**config.mk**
```make
export PLATFORM = sky130hd
export DESIGN_NAME = muldiv_sched
export DESIGN_NICKNAME = d
export VERILOG_FILES = /design/src/rtl/muldiv_pkg.sv /design/src/rtl/muldiv_sched_div_step.sv /design/src/rtl/muldiv_sched.sv
export SDC_FILE = /design/constraint.sdc
export NUM_CORES = 2
export LEC_CHECK = 0
export BUFFER_PORTS_ARGS = -buffer_cell sky130_fd_sc_hd__buf_2
export CORE_MARGIN = 8
export CORE_UTILIZATION = 35
export CTS_CLUSTER_SIZE = 20
export DETAILED_ROUTE_END_ITERATION = 6
export PLACE_DENSITY_LB_ADDON = 0.08
export SLEW_MARGIN = 0
export SYNTH_ARGS = -nofsm -noshare
export SYNTH_HDL_FRONTEND = slang
export SYNTH_SLANG_ARGS = --single-unit
```
**constraint.sdc**
```tcl
create_clock -name clk -period 15.9 [get_ports clk]
set_clock_uncertainty 0.15 [all_clocks]
set_input_delay 3.18 -clock clk [delete_from_list [all_inputs] [get_ports clk]]
set_output_delay 3.18 -clock clk [all_outputs]
set_load 0.01 [all_outputs]
```
**src/rtl/muldiv_pkg.sv**
```systemverilog
// -----------------------------------------------------------------------------
// muldiv_pkg
//   Shared definitions for the multiply/divide scheduler: operation codes
//   presented on md_op, the FSM state encoding, and small op-decode helpers.
// -----------------------------------------------------------------------------
`timescale 1ns/1ps
package muldiv_pkg;

    // Operation codes carried on md_op.
    localparam logic [2:0] MD_MULT  = 3'd0;
    localparam logic [2:0] MD_MULTU = 3'd1;
    localparam logic [2:0] MD_DIV   = 3'd2;
    localparam logic [2:0] MD_DIVU  = 3'd3;

    // FSM state encoding.
    typedef logic [1:0] state_t;
    localparam state_t S_IDLE = 2'd0;
    localparam state_t S_MUL  = 2'd1;
    localparam state_t S_DIV  = 2'd2;
    localparam state_t S_DONE = 2'd3;

    // True for the two multiply flavours; every other code runs the divider.
    function automatic logic op_is_mul(input logic [2:0] op);
        return (op == MD_MULT) || (op == MD_MULTU);
    endfunction

    // True for the two-complement flavours (MULT, DIV).
    function automatic logic op_is_signed(input logic [2:0] op);
        return (op == MD_MULT) || (op == MD_DIV);
    endfunction

endpackage

```
**src/rtl/muldiv_sched_div_step.sv**
```systemverilog
// -----------------------------------------------------------------------------
// div_step
//   One combinational restoring radix-2 divide step on unsigned magnitudes.
//   The partial remainder is shifted left by one, pulling in the next dividend
//   bit from the top of the quotient register; if the divisor fits it is
//   subtracted and a 1 is shifted into the quotient, otherwise a 0.
//
// Ports
//   i_rem      in   WIDTH  current partial remainder
//   i_quot     in   WIDTH  remaining dividend bits / quotient built so far
//   i_divisor  in   WIDTH  divisor magnitude
//   o_rem      out  WIDTH  next partial remainder
//   o_quot     out  WIDTH  next quotient register
// -----------------------------------------------------------------------------
`timescale 1ns/1ps
module div_step #(
    parameter int WIDTH = 32
) (
    input  logic [WIDTH-1:0] i_rem,
    input  logic [WIDTH-1:0] i_quot,
    input  logic [WIDTH-1:0] i_divisor,
    output logic [WIDTH-1:0] o_rem,
    output logic [WIDTH-1:0] o_quot
);

    logic [WIDTH:0]   w_shift;
    logic             w_fits;
    logic [WIDTH-1:0] w_sub;

    assign w_shift = {i_rem, i_quot[WIDTH-1]};
    assign w_fits  = (w_shift >= {1'b0, i_divisor});
    // When the divisor fits, the true difference is below 2^WIDTH, so the
    // low WIDTH bits of a WIDTH-bit subtraction are exact.
    assign w_sub   = w_shift[WIDTH-1:0] - i_divisor;

    assign o_rem  = w_fits ? w_sub : w_shift[WIDTH-1:0];
    assign o_quot = {i_quot[WIDTH-2:0], w_fits};

endmodule

```
**src/rtl/muldiv_sched.sv**
```systemverilog
// -----------------------------------------------------------------------------
// muldiv_sched
//   Sequences the shared multiply/divide unit that writes the HI/LO pair for
//   MULT/MULTU/DIV/DIVU. It sits in the execute stage, accepts one op per
//   issue, holds stall_o while the op runs, then pulses hilo_we_o for one
//   cycle with the result on hi_o/lo_o. Multiply is a product registered on
//   accept followed by MUL_LAT cycles in MUL; divide is restoring radix-2,
//   one quotient bit per cycle. Signed ops work on magnitudes and fix signs
//   on the way out.
//
// Configuration macro
//   MULDIV_EARLY_OUT_EN  when defined, a DIV whose divisor is zero or whose
//                        |dividend| < |divisor| finishes after one DIV cycle
//                        with the same result the full iteration would give.
//
// Ports
//   clk        in   1      pipeline clock
//   rst        in   1      asynchronous, active-high reset
//   flushE     in   1      annul execute-stage op; abort an op in MUL/DIV
//   md_valid   in   1      execute stage holds a mul/div op
//   md_op      in   3      MD_MULT/MD_MULTU/MD_DIV/MD_DIVU
//   srca       in   WIDTH  multiplicand / dividend
//   srcb       in   WIDTH  multiplier / divisor
//   stall_o    out  1      freeze F/D/E (combinational)
//   busy_o     out  1      FSM not IDLE (registered)
//   hilo_we_o  out  1      one-cycle HI/LO write strobe (high in DONE)
//   hi_o       out  WIDTH  product high half or remainder
//   lo_o       out  WIDTH  product low half or quotient
// -----------------------------------------------------------------------------
`timescale 1ns/1ps
module muldiv_sched
    import muldiv_pkg::*;
#(
    parameter int WIDTH   = 32,
    parameter int MUL_LAT = 2
) (
    input  logic             clk,
    input  logic             rst,
    input  logic             flushE,
    input  logic             md_valid,
    input  logic [2:0]       md_op,
    input  logic [WIDTH-1:0] srca,
    input  logic [WIDTH-1:0] srcb,
    output logic             stall_o,
    output logic             busy_o,
    output logic             hilo_we_o,
    output logic [WIDTH-1:0] hi_o,
    output logic [WIDTH-1:0] lo_o
);

    // Counter sized for the longer of the two iteration counts.
    localparam int CMAX = (WIDTH > MUL_LAT) ? WIDTH : MUL_LAT;
    localparam int CW   = (CMAX > 2) ? $clog2(CMAX) : 1;
    localparam logic [CW-1:0] MUL_INIT = CW'(MUL_LAT - 1);
    localparam logic [CW-1:0] DIV_INIT = CW'(WIDTH - 1);

    state_t           r_state;
    state_t           w_next_state;
    logic             r_busy;
    logic [CW-1:0]    r_count;
    // {r_rem, r_quot} holds the signed-corrected product during MUL and the
    // restoring-divide working pair during DIV.
    logic [WIDTH-1:0] r_rem;
    logic [WIDTH-1:0] r_quot;
    logic [WIDTH-1:0] r_divisor;
    logic             r_neg_q;
    logic             r_neg_r;
    logic [WIDTH-1:0] r_hi;
    logic [WIDTH-1:0] r_lo;

    logic               w_accept;
    logic               w_is_mul;
    logic               w_is_signed;
    logic               w_sign_a;
    logic               w_sign_b;
    logic [WIDTH-1:0]   w_mag_a;
    logic [WIDTH-1:0]   w_mag_b;
    logic [2*WIDTH-1:0] w_prod_mag;
    logic [2*WIDTH-1:0] w_prod;
    logic [WIDTH-1:0]   w_step_rem;
    logic [WIDTH-1:0]   w_step_quot;
    logic               w_early;
    logic [WIDTH-1:0]   w_q_mag;
    logic [WIDTH-1:0]   w_r_mag;
    logic [WIDTH-1:0]   w_div_q;
    logic [WIDTH-1:0]   w_div_r;
    logic [WIDTH-1:0]   w_res_hi;
    logic [WIDTH-1:0]   w_res_lo;
    logic               w_to_done;

    // ---------------- operand decode ----------------
    assign w_accept    = md_valid & ~flushE & (r_state == S_IDLE);
    assign w_is_mul    = op_is_mul(md_op);
    assign w_is_signed = op_is_signed(md_op);
    assign w_sign_a    = w_is_signed & srca[WIDTH-1];
    assign w_sign_b    = w_is_signed & srcb[WIDTH-1];
    // -2^(W-1) maps onto itself, which is the correct unsigned magnitude.
    assign w_mag_a     = w_sign_a ? -srca : srca;
    assign w_mag_b     = w_sign_b ? -srcb : srcb;

    assign w_prod_mag = {{WIDTH{1'b0}}, w_mag_a} * {{WIDTH{1'b0}}, w_mag_b};
    assign w_prod     = (w_sign_a ^ w_sign_b) ? -w_prod_mag : w_prod_mag;

    // ---------------- divider datapath ----------------
    div_step #(.WIDTH(WIDTH)) u_div_step (
        .i_rem     (r_rem),
        .i_quot    (r_quot),
        .i_divisor (r_divisor),
        .o_rem     (w_step_rem),
        .o_quot    (w_step_quot)
    );

`ifdef MULDIV_EARLY_OUT_EN
    // On the first DIV cycle r_quot still holds |dividend|. A zero divisor
    // yields an all-ones quotient; a larger divisor yields zero. Either way
    // the remainder is the dividend itself.
    assign w_early = (r_count == DIV_INIT) &&
                     ((r_divisor == '0) || (r_quot < r_divisor));
    assign w_q_mag = w_early ? {WIDTH{r_divisor == '0}} : w_step_quot;
    assign w_r_mag = w_early ? r_quot : w_step_rem;
`else
    assign w_early = 1'b0;
    assign w_q_mag = w_step_quot;
    assign w_r_mag = w_step_rem;
`endif

    assign w_div_q = r_neg_q ? -w_q_mag : w_q_mag;
    assign w_div_r = r_neg_r ? -w_r_mag : w_r_mag;

    assign w_res_hi  = (r_state == S_MUL) ? r_rem  : w_div_r;
    assign w_res_lo  = (r_state == S_MUL) ? r_quot : w_div_q;
    // DONE is only ever entered from MUL or DIV, and only when not flushed.
    assign w_to_done = (w_next_state == S_DONE);

    // ---------------- FSM: state register ----------------
    // NOTE: clocked state uses non-blocking assignments so every register
    // samples pre-edge values regardless of statement order.
    always_ff @(posedge clk or posedge rst) begin
        if (rst) begin
            r_state <= S_IDLE;
            r_busy  <= 1'b0;
        end else begin
            r_state <= w_next_state;
            r_busy  <= (w_next_state != S_IDLE);
        end
    end

    // ---------------- FSM: next-state logic ----------------
    // NOTE: the default assignment at the top keeps this block free of
    // inferred latches on paths that do not assign it.
    always_comb begin
        w_next_state = r_state;
        case (r_state)
            S_IDLE: if (w_accept) w_next_state = w_is_mul ? S_MUL : S_DIV;
            S_MUL: begin
                if (flushE)                w_next_state = S_IDLE;
                else if (r_count == '0)    w_next_state = S_DONE;
            end
            S_DIV: begin
                if (flushE)                        w_next_state = S_IDLE;
                else if (r_count == '0 || w_early) w_next_state = S_DONE;
            end
            S_DONE:  w_next_state = S_IDLE;
            default: w_next_state = S_IDLE;
        endcase
    end

    // ---------------- FSM: outputs ----------------
    // stall_o drops in DONE so the op leaves E on the same edge HI/LO commit.
    always_comb begin
        stall_o   = 1'b0;
        hilo_we_o = 1'b0;
        case (r_state)
            S_IDLE:  stall_o   = md_valid & ~flushE;
            S_MUL:   stall_o   = 1'b1;
            S_DIV:   stall_o   = 1'b1;
            S_DONE:  hilo_we_o = 1'b1;
            default: ;
        endcase
    end

    assign busy_o = r_busy;
    assign hi_o   = r_hi;
    assign lo_o   = r_lo;

    // ---------------- datapath registers ----------------
    // NOTE: the datapath is reset along with the FSM so hi_o/lo_o read zero
    // out of reset and no X can reach the HI/LO write path.
    always_ff @(posedge clk or posedge rst) begin
        if (rst) begin
            r_count   <= '0;
            r_rem     <= '0;
            r_quot    <= '0;
            r_divisor <= '0;
            r_neg_q   <= 1'b0;
            r_neg_r   <= 1'b0;
            r_hi      <= '0;
            r_lo      <= '0;
        end else begin
            case (r_state)
                S_IDLE: begin
                    if (w_accept) begin
                        r_neg_q   <= w_sign_a ^ w_sign_b;
                        r_neg_r   <= w_sign_a;
                        r_divisor <= w_mag_b;
                        if (w_is_mul) begin
                            r_count         <= MUL_INIT;
                            {r_rem, r_quot} <= w_prod;
                        end else begin
                            r_count <= DIV_INIT;
                            r_rem   <= '0;
                            r_quot  <= w_mag_a;
                        end
                    end
                end
                S_MUL: begin
                    if (r_count != '0) r_count <= r_count - CW'(1);
                end
                S_DIV: begin
                    r_rem  <= w_step_rem;
                    r_quot <= w_step_quot;
                    if (r_count != '0) r_count <= r_count - CW'(1);
                end
                default: ;
            endcase

            // hi_o/lo_o hold their value until the next completed op.
            if (w_to_done) begin
                r_hi <= w_res_hi;
                r_lo <= w_res_lo;
            end
        end
    end

endmodule

```
==> metrics <==
CP arrival=15.03 ns; CP Launch Type=input port; hold path start=hi_o[9]; EDFF count, synth=0; area of the multi-input gates=39,700 sq um; Post-DRT Antenna Nets=0; GR Util met2=0.444; synthesized cell area=47,900 sq um; vias per cell=5.42; synthesized-area fraction occupied by adder cells=0.454; Worst Path Required=16.15 ns; hold path depth=2; largest family of logic cells by synthesized area=adder cells; Buf+Inv Stages, Crit Path=6; via count=41,700; Chip Height=386 um; Hold Path End=hi_o[9]; final WL=199 mm; XOR/XNOR Fraction of Synth Area=0.0513; M3 GR Usage=0.0340; clock slew at reported path FFs=0.08 ns; Slew Limit Fails=0; total grt overflow=0; vias in the first global route=43,000; highest net fanout along the worst path=13; Max Cap Viol=0; M1 GR Usage=0.370; kind of critical path=input port to flip-flop; CP most frequent cell=fa_1; Post-DP HPWL=166 mm; Critical-path top delay cell=xor2_2; share of layout cells above drive strength 1=0.0831; # fillers=14,200; Syn Nets=7,157; Final Core Density=0.387; sequential cell area fraction in the yosys report=0.0888; Post-Syn Instances=5,884; Final period util=0.929; FF+latch count, synth=170; Yosys cell types=90; Final min period=14.78 ns; Synth Flop Type=dfrtp_1; I/O Pins=138; Starting Density=0.353; synthesis-to-layout area growth=9.59%; CTS Buffer Depth=2; Hold Vio Cnt, Final=0; clock root cell=clkbuf_16; outcome=completed; cts hold-fix bufs=0; DR WL/cell=25.9 um; FF-to-FF setup slack=8.46 ns; Simple-Gate Fraction of Synth Area=0.177; CP top delay family=adder cells; GRT Total Usage=0.268; count leader, synth=inv_1; list of most frequent post-synthesis cells=949 x inv_1, 897 x fa_1, 833 x nor2_1; Synth Area in Compound Gates=0.119; Fmax=67.7 MHz; reg2reg path depth=19; placer congestion estimate=0.952; top-area cell type share of the netlist area=0.375; DRT Pass-1 Iters=6; CTS tree=done; RSZ-0062 raised after global routing=false; # Post-CTS Setup Buffers=0; crit path capture type=flip-flop; worst hold path type=flip-flop to flip-flop; IO buf count=137; die area=149,000 sq um; measured slew at the worst slew-check pin=1.39 ns; Seq. cell area=4250 sq um; most used routing layer=met2; DRT iter0 DRCs=3,102; fin nets=7,180; fraction of registers with async set or reset after synthesis=1.00; initial antenna violation count=12; mux contribution to synthesized area=0.0100; Worst path max stage delay=0.93 ns; Synthesis Warnings=0; Num CTS Buffers=17; reg2reg start=r_rem[2]; leading area contributor after synthesis=fa_1; area of the core=136,000 sq um; drt drc=0; Clk Latency, worst-skew pair=0.48 ns; CTS Sinks=170; row cnt=135; setup_tns=0 ns; largest net degree at the start of global routing=130; global-route wire length before repair=296 mm; Max-slew headroom=0.0709; H-Tree Level Count=4; final setup fails=0; mean post-synth cell area=8.15 sq um; Die W=386 um; post-CTS sizing=0; largest cells by area after synthesis=fa_1 37%, dfrtp_1 8.9%, ha_1 8.0%; FF-to-FF End=hi_o[30]
layout by cell type (no fill, tap or decap), types with 12 or more instances in the layout:
master and count:
a211oi_1 46, a21o_1 45, a21oi_1 265, a221oi_1 12, a31oi_1 27, and2_1 27
and3_1 15, and4_1 12, buf_2 137, buf_4 193, clkbuf_16 17, dfrtp_1 170
fa_1 897, ha_1 303, inv_1 948, mux2i_1 40, nand2_1 778, nand2b_1 27
nand3_1 43, nand4_1 53, nor2_1 830, nor2b_1 14, nor3_1 75, nor4_1 21
o211ai_1 23, o21a_1 21, o21ai_0 272, o221ai_1 13, o31ai_1 30, o41ai_1 13
or2_2 13, or3_1 33, or4_1 13, xnor2_1 98, xnor2_2 41, xor2_1 109
xor2_2 20
layout make-up:
type,instances,area share
inverter,950,0.0680
multi-input combinational,4437,0.755
antenna,1,0.0000476
clock buffer,22,0.00922
sequential,170,0.0810
timing repair buffer,331,0.0410
tap,1781,0.0424
clock inverter,9,0.00310
tightest hold or removal path, cell delays in order (launching register included):
cell and delay (ns):
dfrtp_1 0.34, nand2_1 0.04, o21ai_0 0.06
state kept, by name, indices dropped and copies added, names as in the netlist, 2 cells and up:
signal	cells
r_quot	32
lo_o	32
r_divisor	32
hi_o	32
r_count	5
r_rem	32
r_state	2
per-layer routing:
layer	vias to the layer above	part of all wire
li1	18600	-
met2	1296	0.47
met4	4	0.030
met5	-	0.00014
met1	21600	0.44
met3	242	0.056
stage by stage:
step	setup slack [ns]	cells	hold slack [ns]	area, sq um
floorplan	1.82	5884	0.293	47900
finish	1.12	7701	0.322	52500
global route	0.591	7700	0.350	52500
detailed placement	0.658	7669	0.315	51900
global placement	0.650	7669	0.310	51900
CTS	1.16	7700	0.330	52500
worst max path at each step:
| stage | from | endpoint | slack (ns) | cells past startpoint |
|---|---|---|---|---|
| 3_3_place_gp | md_op[2] | r_rem[28] | 0.65 | 30 |
| 4_1_cts | md_op[2] | r_rem[28] | 1.16 | 30 |
| 2_1_floorplan | srca[14] | r_rem[28] | 1.82 | 36 |
| 6_report | md_op[2] | r_rem[28] | 1.12 | 32 |
| 5_1_grt | md_op[2] | r_rem[28] | 0.59 | 30 |
| 3_5_place_dp | md_op[2] | r_rem[28] | 0.66 | 30 |
logic make-up after synthesis:
logic type,count (synthesis)
muxes,47
and+or+nand+nor,1998
buffers and inverters,1277
adders and majority gates,1202
xor gates and xnor gates,281
DFF,170
AOI/OAI and AO/OA,909
Power is not shown: default switching activity piles up to over one toggle a cycle in this logic, so the estimate is an artifact.
